$ cat src/rtl/alu_seq_pkg.sv
// Shared constants for the ALU command sequencer: opcodes, ALU select codes and FSM states.
// SLT support is controlled by the ALU_SEQ_SLT_EN macro in the files that import this package.
package alu_seq_pkg;

    localparam logic [2:0] OP_AND = 3'b000;
    localparam logic [2:0] OP_OR  = 3'b001;
    localparam logic [2:0] OP_ADD = 3'b010;
    localparam logic [2:0] OP_SUB = 3'b110;
    localparam logic [2:0] OP_SLT = 3'b111;

    localparam logic [1:0] ALU_AND = 2'b00;
    localparam logic [1:0] ALU_OR  = 2'b01;
    localparam logic [1:0] ALU_ADD = 2'b10;

    typedef enum logic [1:0] {
        IDLE = 2'b00,
        EXEC = 2'b01,
        RESP = 2'b10
    } state_t;

endpackage

$ cat src/rtl/alu_seq_decode.sv
// Combinational opcode decoder producing the external ALU controls and an illegal-opcode flag.
// Opcode 111 decodes as SLT only when ALU_SEQ_SLT_EN is defined.
module alu_seq_decode
    import alu_seq_pkg::*;
(
    input  logic [2:0] cmd_op,
    output logic [1:0] operation,
    output logic       binvert,
    output logic       carryin,
    output logic       illegal
);

    // Illegal opcodes fall back to an AND with no inversion so the ALU sees benign controls.
    always_comb begin
        operation = ALU_AND;
        binvert   = 1'b0;
        carryin   = 1'b0;
        illegal   = 1'b0;
        case (cmd_op)
            OP_AND: operation = ALU_AND;
            OP_OR:  operation = ALU_OR;
            OP_ADD: operation = ALU_ADD;
            OP_SUB: begin
                operation = ALU_ADD;
                binvert   = 1'b1;
                carryin   = 1'b1;
            end
`ifdef ALU_SEQ_SLT_EN
            OP_SLT: begin
                operation = ALU_ADD;
                binvert   = 1'b1;
                carryin   = 1'b1;
            end
`endif
            default: illegal = 1'b1;
        endcase
    end

endmodule

$ cat src/rtl/alu_seq.sv
// Three-state sequencer that registers a command into an external ALU and returns flags.
// Define ALU_SEQ_SLT_EN to enable opcode 111 (set-less-than); otherwise it is illegal.
module alu_seq
    import alu_seq_pkg::*;
#(
    parameter int WIDTH = 32
) (
    input  logic             clk,
    input  logic             reset,
    input  logic             cmd_valid,
    output logic             cmd_ready,
    input  logic [2:0]       cmd_op,
    input  logic [WIDTH-1:0] cmd_a,
    input  logic [WIDTH-1:0] cmd_b,
    output logic [WIDTH-1:0] a,
    output logic [WIDTH-1:0] b,
    output logic             Binvert,
    output logic             Carryin,
    output logic [1:0]       Operation,
    input  logic [WIDTH-1:0] Result,
    input  logic             CarryOut,
    output logic             rsp_valid,
    input  logic             rsp_ready,
    output logic [WIDTH-1:0] rsp_result,
    output logic             rsp_carry,
    output logic             rsp_zero,
    output logic             rsp_ovf,
    output logic             rsp_err
);

    state_t           state;
    logic [1:0]       dec_operation;
    logic             dec_binvert;
    logic             dec_carryin;
    logic             dec_illegal;
    logic             illegal_q;
    logic             arith;
    logic [WIDTH-1:0] b_eff;
    logic [WIDTH-1:0] exec_result;
    logic             exec_carry;
    logic             exec_ovf;
    logic             exec_zero;
`ifdef ALU_SEQ_SLT_EN
    logic             slt_q;
`endif

    alu_seq_decode u_decode (
        .cmd_op    (cmd_op),
        .operation (dec_operation),
        .binvert   (dec_binvert),
        .carryin   (dec_carryin),
        .illegal   (dec_illegal)
    );

    // Only the adder path (ADD/SUB/SLT) reports carry and overflow.
    assign arith = (Operation == ALU_ADD) && !illegal_q;
    assign b_eff = Binvert ? ~b : b;

    always_comb begin
        exec_result = Result;
        exec_carry  = arith & CarryOut;
        exec_ovf    = arith & (a[WIDTH-1] == b_eff[WIDTH-1]) & (Result[WIDTH-1] != a[WIDTH-1]);
`ifdef ALU_SEQ_SLT_EN
        if (slt_q) begin
            exec_result = {{(WIDTH-1){1'b0}}, Result[WIDTH-1] ^ exec_ovf};
        end
`endif
        if (illegal_q) begin
            exec_result = '0;
            exec_carry  = 1'b0;
            exec_ovf    = 1'b0;
        end
        exec_zero = !illegal_q && (exec_result == '0);
    end

    // Response registers are written once in EXEC and then held untouched through RESP.
    always_ff @(posedge clk) begin
        if (reset) begin
            state      <= IDLE;
            cmd_ready  <= 1'b1;
            a          <= '0;
            b          <= '0;
            Binvert    <= 1'b0;
            Carryin    <= 1'b0;
            Operation  <= ALU_AND;
            illegal_q  <= 1'b0;
`ifdef ALU_SEQ_SLT_EN
            slt_q      <= 1'b0;
`endif
            rsp_valid  <= 1'b0;
            rsp_result <= '0;
            rsp_carry  <= 1'b0;
            rsp_zero   <= 1'b0;
            rsp_ovf    <= 1'b0;
            rsp_err    <= 1'b0;
        end else begin
            case (state)
                IDLE: begin
                    if (cmd_valid) begin
                        a         <= cmd_a;
                        b         <= cmd_b;
                        Binvert   <= dec_binvert;
                        Carryin   <= dec_carryin;
                        Operation <= dec_operation;
                        illegal_q <= dec_illegal;
`ifdef ALU_SEQ_SLT_EN
                        slt_q     <= (cmd_op == OP_SLT);
`endif
                        cmd_ready <= 1'b0;
                        state     <= EXEC;
                    end
                end
                EXEC: begin
                    rsp_valid  <= 1'b1;
                    rsp_result <= exec_result;
                    rsp_carry  <= exec_carry;
                    rsp_zero   <= exec_zero;
                    rsp_ovf    <= exec_ovf;
                    rsp_err    <= illegal_q;
                    state      <= RESP;
                end
                RESP: begin
                    if (rsp_ready) begin
                        rsp_valid <= 1'b0;
                        cmd_ready <= 1'b1;
                        state     <= IDLE;
                    end
                end
                default: begin
                    rsp_valid <= 1'b0;
                    cmd_ready <= 1'b1;
                    state     <= IDLE;
                end
            endcase
        end
    end

endmodule

$ cat config.mk
export PLATFORM = sky130hd
export DESIGN_NAME = alu_seq
export DESIGN_NICKNAME = d
export VERILOG_FILES = /design/src/rtl/alu_seq_pkg.sv /design/src/rtl/alu_seq_decode.sv /design/src/rtl/alu_seq.sv
export SDC_FILE = /design/constraint.sdc
export NUM_CORES = 1
export LEC_CHECK = 0
export CORE_UTILIZATION = 31
export DETAILED_ROUTE_END_ITERATION = 8
export GPL_TIMING_DRIVEN = 0
export PLACE_DENSITY = 0.68
export SETUP_SLACK_MARGIN = 0.2
export SYNTH_ARGS = -nofsm -noshare
export SYNTH_HDL_FRONTEND = slang
export SYNTH_SLANG_ARGS = --single-unit
$ cat constraint.sdc
create_clock -name clk -period 1.4 [get_ports clk]
set_clock_uncertainty 0.05 [all_clocks]
set_input_delay 0.42 -clock clk [delete_from_list [all_inputs] [get_ports clk]]
set_output_delay 0.42 -clock clk [all_outputs]
set_load 0.02 [all_outputs]
==> metrics.md, run 1 <==
| Metric | Value |
|---|---|
| CTS buffer count | `9` |
| Fin crit share | `1.05` |
| Hpwl dp | `a little under 10000 um` |
| Leak | `roughly 3.5 nW` |
| Vias per Instance | `about 4.8` |
| Global-route wire length before repair | `about 21000 um` |
| Normalized max-slew margin | `0.519` |
| Pins Over Slew Limit | `0` |
| Post-Synthesis Cells | `489` |
| Fin. Hold Viols | `0` |
| Router iterations before antenna repair | `5` |
| Core area | `0.0126 mm^2` |
| Diodes inserted | `0` |
| Area Overhead vs Synth | `113%` |
| Worst setup SP type | `register` |
| Total power | `approximately 0.0083 W` |
| Unrepaired setup endpoints after global routing | `yes` |
| H-tree depth | `3` |
| Cell area after synthesis | `0.00400 mm^2` |
| Outcome | `complete, but fails checks` |
| GRT Util Overall | `0.210` |
| Setup tns final | `-2480 ps` |
| Post-synth top area share | `0.540` |
| Comb power frac | `0.256` |
| Initial antenna violation count | `0` |
| Hold Slack | `406 ps` |
| Mapped Nets | `around 590` |
| Global placer's final weighted congestion | `0.736` |
| Post-synth EDFFs | `0` |
| Worst setup path class | `register to register` |
| DR WL met3 | `around 1200 um` |
| Delay-heaviest family, CP | `simple AND/OR/NAND/NOR gates` |
| Finished Layout Cells | `943` |
| Final net count | `870` |
| Warnings, synthesis | `0` |
| Largest net degree at the start of global routing | `19` |
| Die ar. | `approximately 0.013 mm^2` |
| Crit end category | `register` |
| Syn Area/Cell | `8.19 um^2` |
| Top cells by area, synth | `dfxtp_1, a21oi_1, nand2_1, nor3b_1, nor2_1` |
| Via count | `4518` |
| Sw frac | `0.277` |
| #FFs+latches synth | `approximately 110` |
| Die W | `~120 um` |
| Worst Path Arrival | `1630 ps` |
| Netlist cell types | `30` |
| DRT met1 WL | `6100 um` |
| Ys async rst share | `0` |
| Hold Crit Class | `register to register` |
| CP peak stage delay | `350 ps` |
| Routed WL | `15300 um` |
| Fin worst setup slack | `-73.3 ps` |
| Clk_lat worst skew | `350 ps` |
| Crit path time final | `1470 ps` |
| CTS tree | `built` |
| Clk network pwr share | `0.334` |
| Routed Antenna Nets | `0` |
| Post-synthesis sequential area ratio | `0.540` |
| Int Power | `0.00602 W` |
| Share of layout cells above drive strength 1 | `0.582` |
| Vias in the first global route | `4363` |
| VDD IR max | `0.537 mV` |
| Switching component of the power | `0.00230 W` |
| Row count | `41` |
| Ports | `210` |
| Placed insts | `869` |
| Max_cap viols | `0` |
| Worst Path Max Fanout | `7` |
| Worst Tran Pin Value | `721 ps` |
| Clock Path Buffers | `2` |
| CP Buf/Inv Count | `3` |
| Metal2 WL | `~7600 um` |
| Clk sinks | `108` |
| Pwr dens | `978 mW/mm^2` |
| Slowest stage cell, crit path | `dfxtp_4` |
| Clk Tree Root Cell | `clkbuf_16` |
| GRT overflow | `0` |
| Drc violations | `0` |
| Top FF cell, synth | `dfxtp_1` |
| Max layer used | `met4` |
| Seq pwr share | `0.410` |
| Post-synth top area cell | `dfxtp_1` |
| Failing checks | `negative setup slack` |
| Avg WL per Cell | `16.2 um` |
| CP required | `approximately 1600 ps` |
| CP Cell Sequence | `nand2b_4, or2_1, buf_6, buf_12, buf_16, nand2_4, a21oi_2` |
| DP Worst Slack | `-705 ps` |
| Initial DRC count | `146` |
| Port Buffers | `208` |
| Fmax achieved | `679 MHz` |
| Die height | `116 um` |
| Initial Util | `0.317` |
| Clock-pin slew on the worst setup and hold paths | `70 ps` |
| Setup violators final | `57` |
[metrics by stage]
| stage | instance area, um^2 | utilization |
|---|---|---|
| final | 8510 | 0.675 |
| after global routing | 8510 | 0.675 |
| after CTS | 7710 | 0.611 |
| after detailed placement | 6350 | 0.503 |
| after global placement | 6350 | 0.503 |
| after floorplan | 4050 | - |
[per-layer routing]
layer | global-route usage | up-vias
li1 | - | 2180
met1 | 0.231 | 2142
met2 | 0.369 | 164
met3 | 0.0664 | 32
met4 | 0.0957 | 0
met5 | 0 | -
[kinds of logic after synthesis]
logic type | count (synthesis) | synth area share
AO/OA/AOI/OAI | 107 | 0.137
AND/OR/NAND/NOR | 230 | 0.264
buffers and inverters | 40 | 0.0491
XOR/XNOR | 1 | 0.00219
multiplexers | 3 | 0.00750
flip-flops | 108 | 0.540
[flip-flops by register name, summed over array words and instances, names as in the netlist, 2 cells and up]
register / flops
b: 32
rsp_result: 32
Operation: 2
state: 2
a: 32
[area by class of cell]
type	count	area [um^2]
well taps	172	215
clock inverters	7	100
plain buffers	40	442
flip-flops and latches	108	2310
multi-input cells	341	2330
fillers	990	4110
clock buffers	9	225
repair buffers	266	2890
[worst min-delay path, delay by kind of cell (launching register included)]
kind | cells | cell delay [ps]
flops | 1 | 330
compound gates | 1 | 40
simple gates | 1 | 40
[power by group through the flow]
| stage | Sequential (W) | Clock, W | Combinational (W) |
|---|---|---|---|
| after floorplan | 0.00360 | 0 | 0.000484 |
| after global placement | 0.00340 | 0 | 0.00145 |
| after detailed placement | 0.00341 | 0 | 0.00147 |
| after CTS | 0.00340 | 0.00284 | 0.00182 |
| after global routing | 0.00343 | 0.00297 | 0.00226 |
| final | 0.00341 | 0.00278 | 0.00213 |
[repair_timing]
| action | CTS | global route |
|---|---|---|
| buffers inserted | 21 | 27 |
| resized for setup | 872 | 135 |
| gates cloned | 7 | 3 |
| endpoints found under the setup margin | 212 | 212 |
| hold buffers | 0 | 0 |
| pin swaps | 22 | 70 |
[path summary, 6_finish.rpt]
check                        startpoint                 end  slack, ps  cells past startpoint
hold reg to reg      b[19]$_SDFFE_PP0P_  b[19]$_SDFFE_PP0P_        410                      2
hold / removal       b[19]$_SDFFE_PP0P_  b[19]$_SDFFE_PP0P_        410                      2
setup reg to reg  state[0]$_SDFFE_PP0P_   b[8]$_SDFFE_PP0P_        -70                      7
setup / recovery  state[0]$_SDFFE_PP0P_   b[8]$_SDFFE_PP0P_        -70                      7
[layout by cell type, fill, tap and decap left out, drive strengths merged, types with 4 or more instances in the layout]
cell type	netlist	final
buf	19	186
nand2	133	133
dfxtp	108	108
a21oi	101	101
clkdlybuf4s50	0	92
nor2	41	41
nor3b	32	32
clkbuf	21	30
nor4	6	6
nand2b	4	4
nor3	4	4
[cells in the mapped netlist, types with 3 or more instances]
| cell type | n |
|---|---|
| nand2_1 | 133 |
| dfxtp_1 | 108 |
| a21oi_1 | 101 |
| nor2_1 | 40 |
| nor3b_1 | 32 |
| clkbuf_1 | 21 |
| buf_2 | 13 |
| nor4_1 | 6 |
| nor3_1 | 4 |
| buf_6 | 3 |
| mux2i_1 | 3 |
| nand2b_1 | 3 |
Note: power is estimated with default switching activity, not from simulation.
==> inputs of run 2 (changes only) <==
--- a/config.mk
+++ b/config.mk
@@ -5,10 +5,11 @@
 export SDC_FILE = /design/constraint.sdc
 export NUM_CORES = 1
 export LEC_CHECK = 0
-export CORE_UTILIZATION = 31
+export CORE_UTILIZATION = 35
+export CTS_CLUSTER_DIAMETER = 80
 export DETAILED_ROUTE_END_ITERATION = 8
 export GPL_TIMING_DRIVEN = 0
-export PLACE_DENSITY = 0.68
+export PLACE_DENSITY = 0.75
 export SETUP_SLACK_MARGIN = 0.2
 export SYNTH_ARGS = -nofsm -noshare
 export SYNTH_HDL_FRONTEND = slang
==> metrics.md, run 2 (synthesis gave the netlist of run 1 again) <==
| Metric | Value |
|---|---|
| Port Buffers | `208` |
| Leading cell types in the layout, fill and taps excluded | `buf_6, dfxtp_2, clkdlybuf4s50_1` |
| Via count | `4588` |
| Int Power | `0.00601 W` |
| Clk network pwr share | `0.331` |
| Sw frac | `0.277` |
| Die W | `around 110 um` |
| Fin. Hold Viols | `0` |
| Fmax achieved | `684 MHz` |
| CTS buffer count | `9` |
| Largest net degree at the start of global routing | `19` |
| Crit end category | `register` |
| CTS tree | `built` |
| Routed WL | `15800 um` |
| Vias in the first global route | `4506` |
| Diodes inserted | `0` |
| Row count | `38` |
| Total power | `~0.0083 W` |
| Die height | `109 um` |
| Worst setup SP type | `register` |
| Worst Path Max Fanout | `6` |
| R2R setup slack | `-60 ps` |
| Clock-pin slew on the worst setup and hold paths | `70 ps` |
| Switching component of the power | `0.00231 W` |
| Final net count | `883` |
| Routed Antenna Nets | `0` |
| Avg WL per Cell | `17.0 um` |
| VDD IR max | `around 0.81 mV` |
| Area Overhead vs Synth | `113%` |
| Unrepaired setup endpoints after global routing | `yes` |
| Pwr dens | `between 900 and 1000 mW/mm^2` |
| Crit path time final | `1460 ps` |
| Initial Util | `0.365` |
| Hold Crit Class | `register to register` |
| Cell count of the worst reg-to-reg path | `7` |
| Clk Tree Root Cell | `clkbuf_16` |
| Global-route wire length before repair | `21900 um` |
| Share of layout cells above drive strength 1 | `0.596` |
| Failing checks | `negative setup slack` |
| Hold path depth | `2` |
| Global placer's final weighted congestion | `about 0.79` |
| Worst Tran Pin Value | `646 ps` |
| Worst setup path class | `register to register` |
| Initial antenna violation count | `0` |
| CP required | `between 1500 and 2000 ps` |
| Hold Slack | `410 ps` |
| Largest regs | `a (32), b (32), rsp_result (32)` |
| Commonest non-fill, non-tap cell in the layout | `buf_6` |
| Seq pwr share | `0.409` |
| Fin worst setup slack | `-61.2 ps` |
| Worst Hold End | `b[26]$_SDFFE_PP0P_` |
| Max_cap viols | `0` |
| Router iterations before antenna repair | `5` |
| Clk sinks | `around 110` |
| Ports | `210` |
| Drc violations | `0` |
| Hpwl dp | `9530 um` |
| Core area | `roughly 0.011 mm^2` |
| RR Endpoint | `b[7]$_SDFFE_PP0P_` |
| Clk_lat worst skew | `roughly 340 ps` |
| Clock Path Buffers | `2` |
| Fin crit share | `1.04` |
| Setup violators final | `30` |
| Filler cell count | `717` |
| Pins Over Slew Limit | `0` |
| GRT overflow | `0` |
| Die ar. | `0.0119 mm^2` |
| Comb power frac | `0.259` |
| H-tree depth | `3` |
| Leak | `3.55 nW` |
| GRT Util Overall | `0.238` |
| Outcome | `complete, but fails checks` |
| Vias per Instance | `~5.0` |
| Initial DRC count | `179` |
| Normalized max-slew margin | `0.569` |
| RR Startpoint | `state[0]$_SDFFE_PP0P_` |
| Worst Path Arrival | `1660 ps` |
| Hold_sp | `b[26]$_SDFFE_PP0P_` |
==> run 2: cell count changes in the layout (fill, tap and decap cells not counted), moves of 2 or more <==
cell,before,now
nand2_1,92,84
nand2_2,23,27
a21oi_4,2,0
buf_12,6,8
nand2_4,18,22
dlygate4sd2_1,3,6
buf_6,128,113
nor3b_2,25,21
nor3b_4,7,11
buf_4,33,62
dlymetal6s2s_1,3,1
==> run 2: worst max path at each step <==
stage | start | endpoint | slack (ps)
floorplan | Result[12] | rsp_zero$_SDFFE_PP0N_ | 30
global placement | cmd_valid | b[11]$_SDFFE_PP0P_ | -620
detailed placement | cmd_valid | b[9]$_SDFFE_PP0P_ | -700
CTS | state[0]$_SDFFE_PP0P_ | b[25]$_SDFFE_PP0P_ | -10
global route | state[0]$_SDFFE_PP0P_ | b[7]$_SDFFE_PP0P_ | -160
finish | state[0]$_SDFFE_PP0P_ | b[7]$_SDFFE_PP0P_ | -60
==> run 2: cell type report <==
cell class                      count  area [um^2]  share of cell area
Multi-Input combinational cell    341         2360               0.277
Sequential cell                   108         2310               0.271
Tap cell                          140          175              0.0206
Clock buffer                        9          225              0.0264
Timing Repair Buffer              279         2930               0.344
Clock inverter                      7          100              0.0117
Buffer                             40          422              0.0495
==> run 2: what timing repair did <==
item                       CTS  global route
resized for setup          902           103
gates cloned                 5             4
hold buffers                 0             0
pin swaps                   67            46
setup endpoints to repair  212           211
setup buffers               31            31
==> run 2: per-layer routing <==
| metal | wire [um] | part of all wire | track usage |
|---|---|---|---|
| met4 | 530 | 0.034 | 0.0985 |
| met2 | 8090 | 0.51 | 0.421 |
| met3 | 1070 | 0.068 | 0.0616 |
| met1 | 6060 | 0.38 | 0.270 |
| met5 | 0 | 0 | 0 |
==> run 2: power by group through the flow <==
| stage | Clock (W) | Sequential [W] | Combinational [W] |
|---|---|---|---|
| finish | 0.00276 | 0.00341 | 0.00216 |
| detailed placement | 0 | 0.00341 | 0.00147 |
| CTS | 0.00278 | 0.00340 | 0.00186 |
| global route | 0.00293 | 0.00342 | 0.00228 |
| global placement | 0 | 0.00340 | 0.00145 |
| floorplan | 0 | 0.00360 | 0.000484 |
==> run 2: stage by stage <==
step | instances | setup slack [ps] | utilization | cell area (um^2) | setup TNS, ps
CTS | 889 | -11.7 | 0.709 | 7790 | -163
floorplan | 489 | 30.1 | - | 4050 | 0
detailed placement | 837 | -702 | 0.575 | 6310 | -39210
finish | 924 | -61.2 | 0.776 | 8520 | -335
global route | 924 | -160 | 0.776 | 8520 | -2990
global placement | 837 | -616 | 0.575 | 6310 | -35450
==> run 2: worst max-delay path, stage by stage (launching register included) <==
cell and delay [ps]:
dfxtp_2 330, nand2b_4 140, buf_4 130, nor2_4 160, buf_6 170, clkbuf_16 150
nand2_1 60, a21oi_1 180
==> inputs of run 3 (changes only) <==
--- a/config.mk
+++ b/config.mk
@@ -14,3 +14,4 @@
 export SYNTH_ARGS = -nofsm -noshare
 export SYNTH_HDL_FRONTEND = slang
 export SYNTH_SLANG_ARGS = --single-unit
+export TNS_END_PERCENT = 30
==> constraint.sdc (replaced) <==
create_clock -name clk -period 1.4 [get_ports clk]
set_clock_uncertainty 0.05 [all_clocks]
set_input_delay 0.42 -clock clk [delete_from_list [all_inputs] [get_ports clk]]
set_output_delay 0.42 -clock clk [all_outputs]
set_load 0.005 [all_outputs]
==> metrics.md, run 3 (synthesis gave the netlist of run 1 again) <==
| Metric | Value |
|---|---|
| Worst Tran Pin Value | `520 ps` |
| Diodes inserted | `0` |
| Sw frac | `0.263` |
| Die ar. | `0.0119 mm^2` |
| Unrepaired setup endpoints after global routing | `yes` |
| Total power | `0.00720 W` |
| Switching component of the power | `0.00189 W` |
| CP peak stage delay | `330 ps` |
| Post-CTS Hold Fix Bufs | `0` |
| Leak | `just under 3 nW` |
| Metal2 WL | `between 7000 and 8000 um` |
| CP required | `1550 ps` |
| Hold Crit Class | `register to register` |
| Hold Slack | `a little over 400 ps` |
| Seq pwr share | `0.472` |
| Largest regs | `a (32), b (32), rsp_result (32)` |
| Fin. Hold Viols | `0` |
| CTS buffer count | `9` |
| CTS tree | `built` |
| Core area | `0.0110 mm^2` |
| Crit path time final | `1410 ps` |
| Fin worst setup slack | `-11.1 ps` |
| Clk sinks | `108` |
| Slowest stage cell, crit path | `dfxtp_2` |
| Fmax achieved | `709 MHz` |
| Cell mode on critical path | `buf_8` |
| Router iterations before antenna repair | `4` |
| Vias in the first global route | `4253` |
| Final net count | `825` |
| Failing checks | `negative setup slack` |
| Clk network pwr share | `0.327` |
| H-tree depth | `3` |
| Clk_lat worst skew | `~330 ps` |
| Worst Path Arrival | `around 1600 ps` |
| Avg WL per Cell | `16.0 um` |
| VDD IR max | `0.653 mV` |
| GRT overflow | `0` |
| Vias per Instance | `4.98` |
| Setup violators final | `3` |
| Pins Over Slew Limit | `0` |
| Die height | `about 110 um` |
| Fin crit share | `1.01` |
| DRT met1 WL | `5450 um` |
| Worst setup path class | `register to register` |
| Max_cap viols | `0` |
| Clock-pin slew on the worst setup and hold paths | `around 80 ps` |
| Via count | `4313` |
| Crit end category | `register` |
| Worst Path Max Fanout | `10` |
| Hpwl dp | `9830 um` |
| DR WL met3 | `891 um` |
| Post-layout instance area | `0.00723 mm^2` |
| Commonest non-fill, non-tap cell in the layout | `nand2_1` |
| CP Cell Sequence | `nand2b_4, or2_1, buf_6, buf_8, buf_8, nand2_2, a21oi_2` |
| Max layer used | `met4` |
| Die W | `109 um` |
| Outcome | `complete, but fails checks` |
| Share of layout cells above drive strength 1 | `0.470` |
| Global-route wire length before repair | `20500 um` |
| Routed WL | `13900 um` |
| Int Power | `0.00531 W` |
| Drc violations | `0` |
| Largest net degree at the start of global routing | `18` |
| Worst setup SP type | `register` |
| Row count | `38` |
| Pwr dens | `995 mW/mm^2` |
| Ports | `between 200 and 250` |
| Initial antenna violation count | `0` |
| Dpl cell area | `about 0.0063 mm^2` |
| Area Overhead vs Synth | `80.6%` |
| Leading cell types in the layout, fill and taps excluded | `nand2_1, dfxtp_2, clkdlybuf4s50_1` |
| Initial Util | `0.365` |
| Global placer's final weighted congestion | `0.851` |
| Filler cell count | `953` |
| Clk Tree Root Cell | `clkbuf_16` |
| Initial DRC count | `220` |
| GRT Util Overall | `0.223` |
| Clock Path Buffers | `2` |
| Setup tns final | `-25.9 ps` |
| Comb power frac | `0.200` |
| Port Buffers | `208` |
| Normalized max-slew margin | `0.654` |
| Routed Antenna Nets | `0` |
==> run 3: changes by cell type in the layout (fill, tap and decap cells not counted), moves of 5 or more <==
cell      previous run  this run
nor3b_4             11         4
nand2_4             22         7
buf_6              113        81
buf_4               62        15
a21oi_2             34        15
buf_2                5        34
a21oi_1             67        86
nand2_1             84       119
clkbuf_2             2         8
nand2_2             27         7
buf_12               8         2
dfxtp_4              6         1
==> run 3: layout make-up <==
type / instances / area, um^2 / area share
timing repair buffer: 221 / 2150 / 0.297
tap: 140 / 175 / 0.0242
clock buffer: 11 / 233 / 0.0322
buffer: 40 / 323 / 0.0446
clock inverter: 5 / 37.5 / 0.00519
multi-input combinational: 341 / 2020 / 0.279
sequential: 108 / 2300 / 0.318
==> run 3: final timing paths <==
path,cells after the start,from,slack (ps),end
worst max register to register,7,state[0]$_SDFFE_PP0P_,-10,b[4]$_SDFFE_PP0P_
worst max-delay path,7,state[0]$_SDFFE_PP0P_,-10,b[4]$_SDFFE_PP0P_
worst min register to register,2,a[9]$_SDFFE_PP0P_,410,a[9]$_SDFFE_PP0P_
worst min-delay path,2,a[9]$_SDFFE_PP0P_,410,a[9]$_SDFFE_PP0P_
==> run 3: routing by layer <==
metal / vias up / global-route usage
met1: 2051 / 0.256
li1: 2080 / -
met2: 146 / 0.395
met5: - / 0
met3: 36 / 0.0574
met4: 0 / 0.0859
==> run 3: stage by stage <==
stage	std cells	setup slack, ps	util
6_report	866	-11.1	0.658
5_1_grt	866	-74.9	0.658
4_1_cts	863	-7.83	0.614
3_5_place_dp	837	-707	0.570
3_3_place_gp	837	-666	0.570
2_1_floorplan	489	30.1	-
==> run 3: power groups by stage <==
stage	combinational [W]	sequential (W)	clock (W)
floorplan	0.000460	0.00342	0
global placement	0.00123	0.00340	0
detailed placement	0.00125	0.00341	0
CTS	0.00129	0.00338	0.00239
global route	0.00156	0.00342	0.00254
finish	0.00144	0.00340	0.00236
==> run 3: critical path: cells and delay by family (launching register included) <==
family | cells | cell delay [ps]
flip-flops | 1 | 330
AND/OR/NAND/NOR | 3 | 450
buffers and inverters | 3 | 400
AO/OA/AOI/OAI | 1 | 50
==> run 3: repair_timing <==
action	CTS	global route
endpoints found under the hold margin	0	0
buffers inserted	10	3
resized for setup	639	105
setup endpoints to repair	212	212
pin swaps	19	24
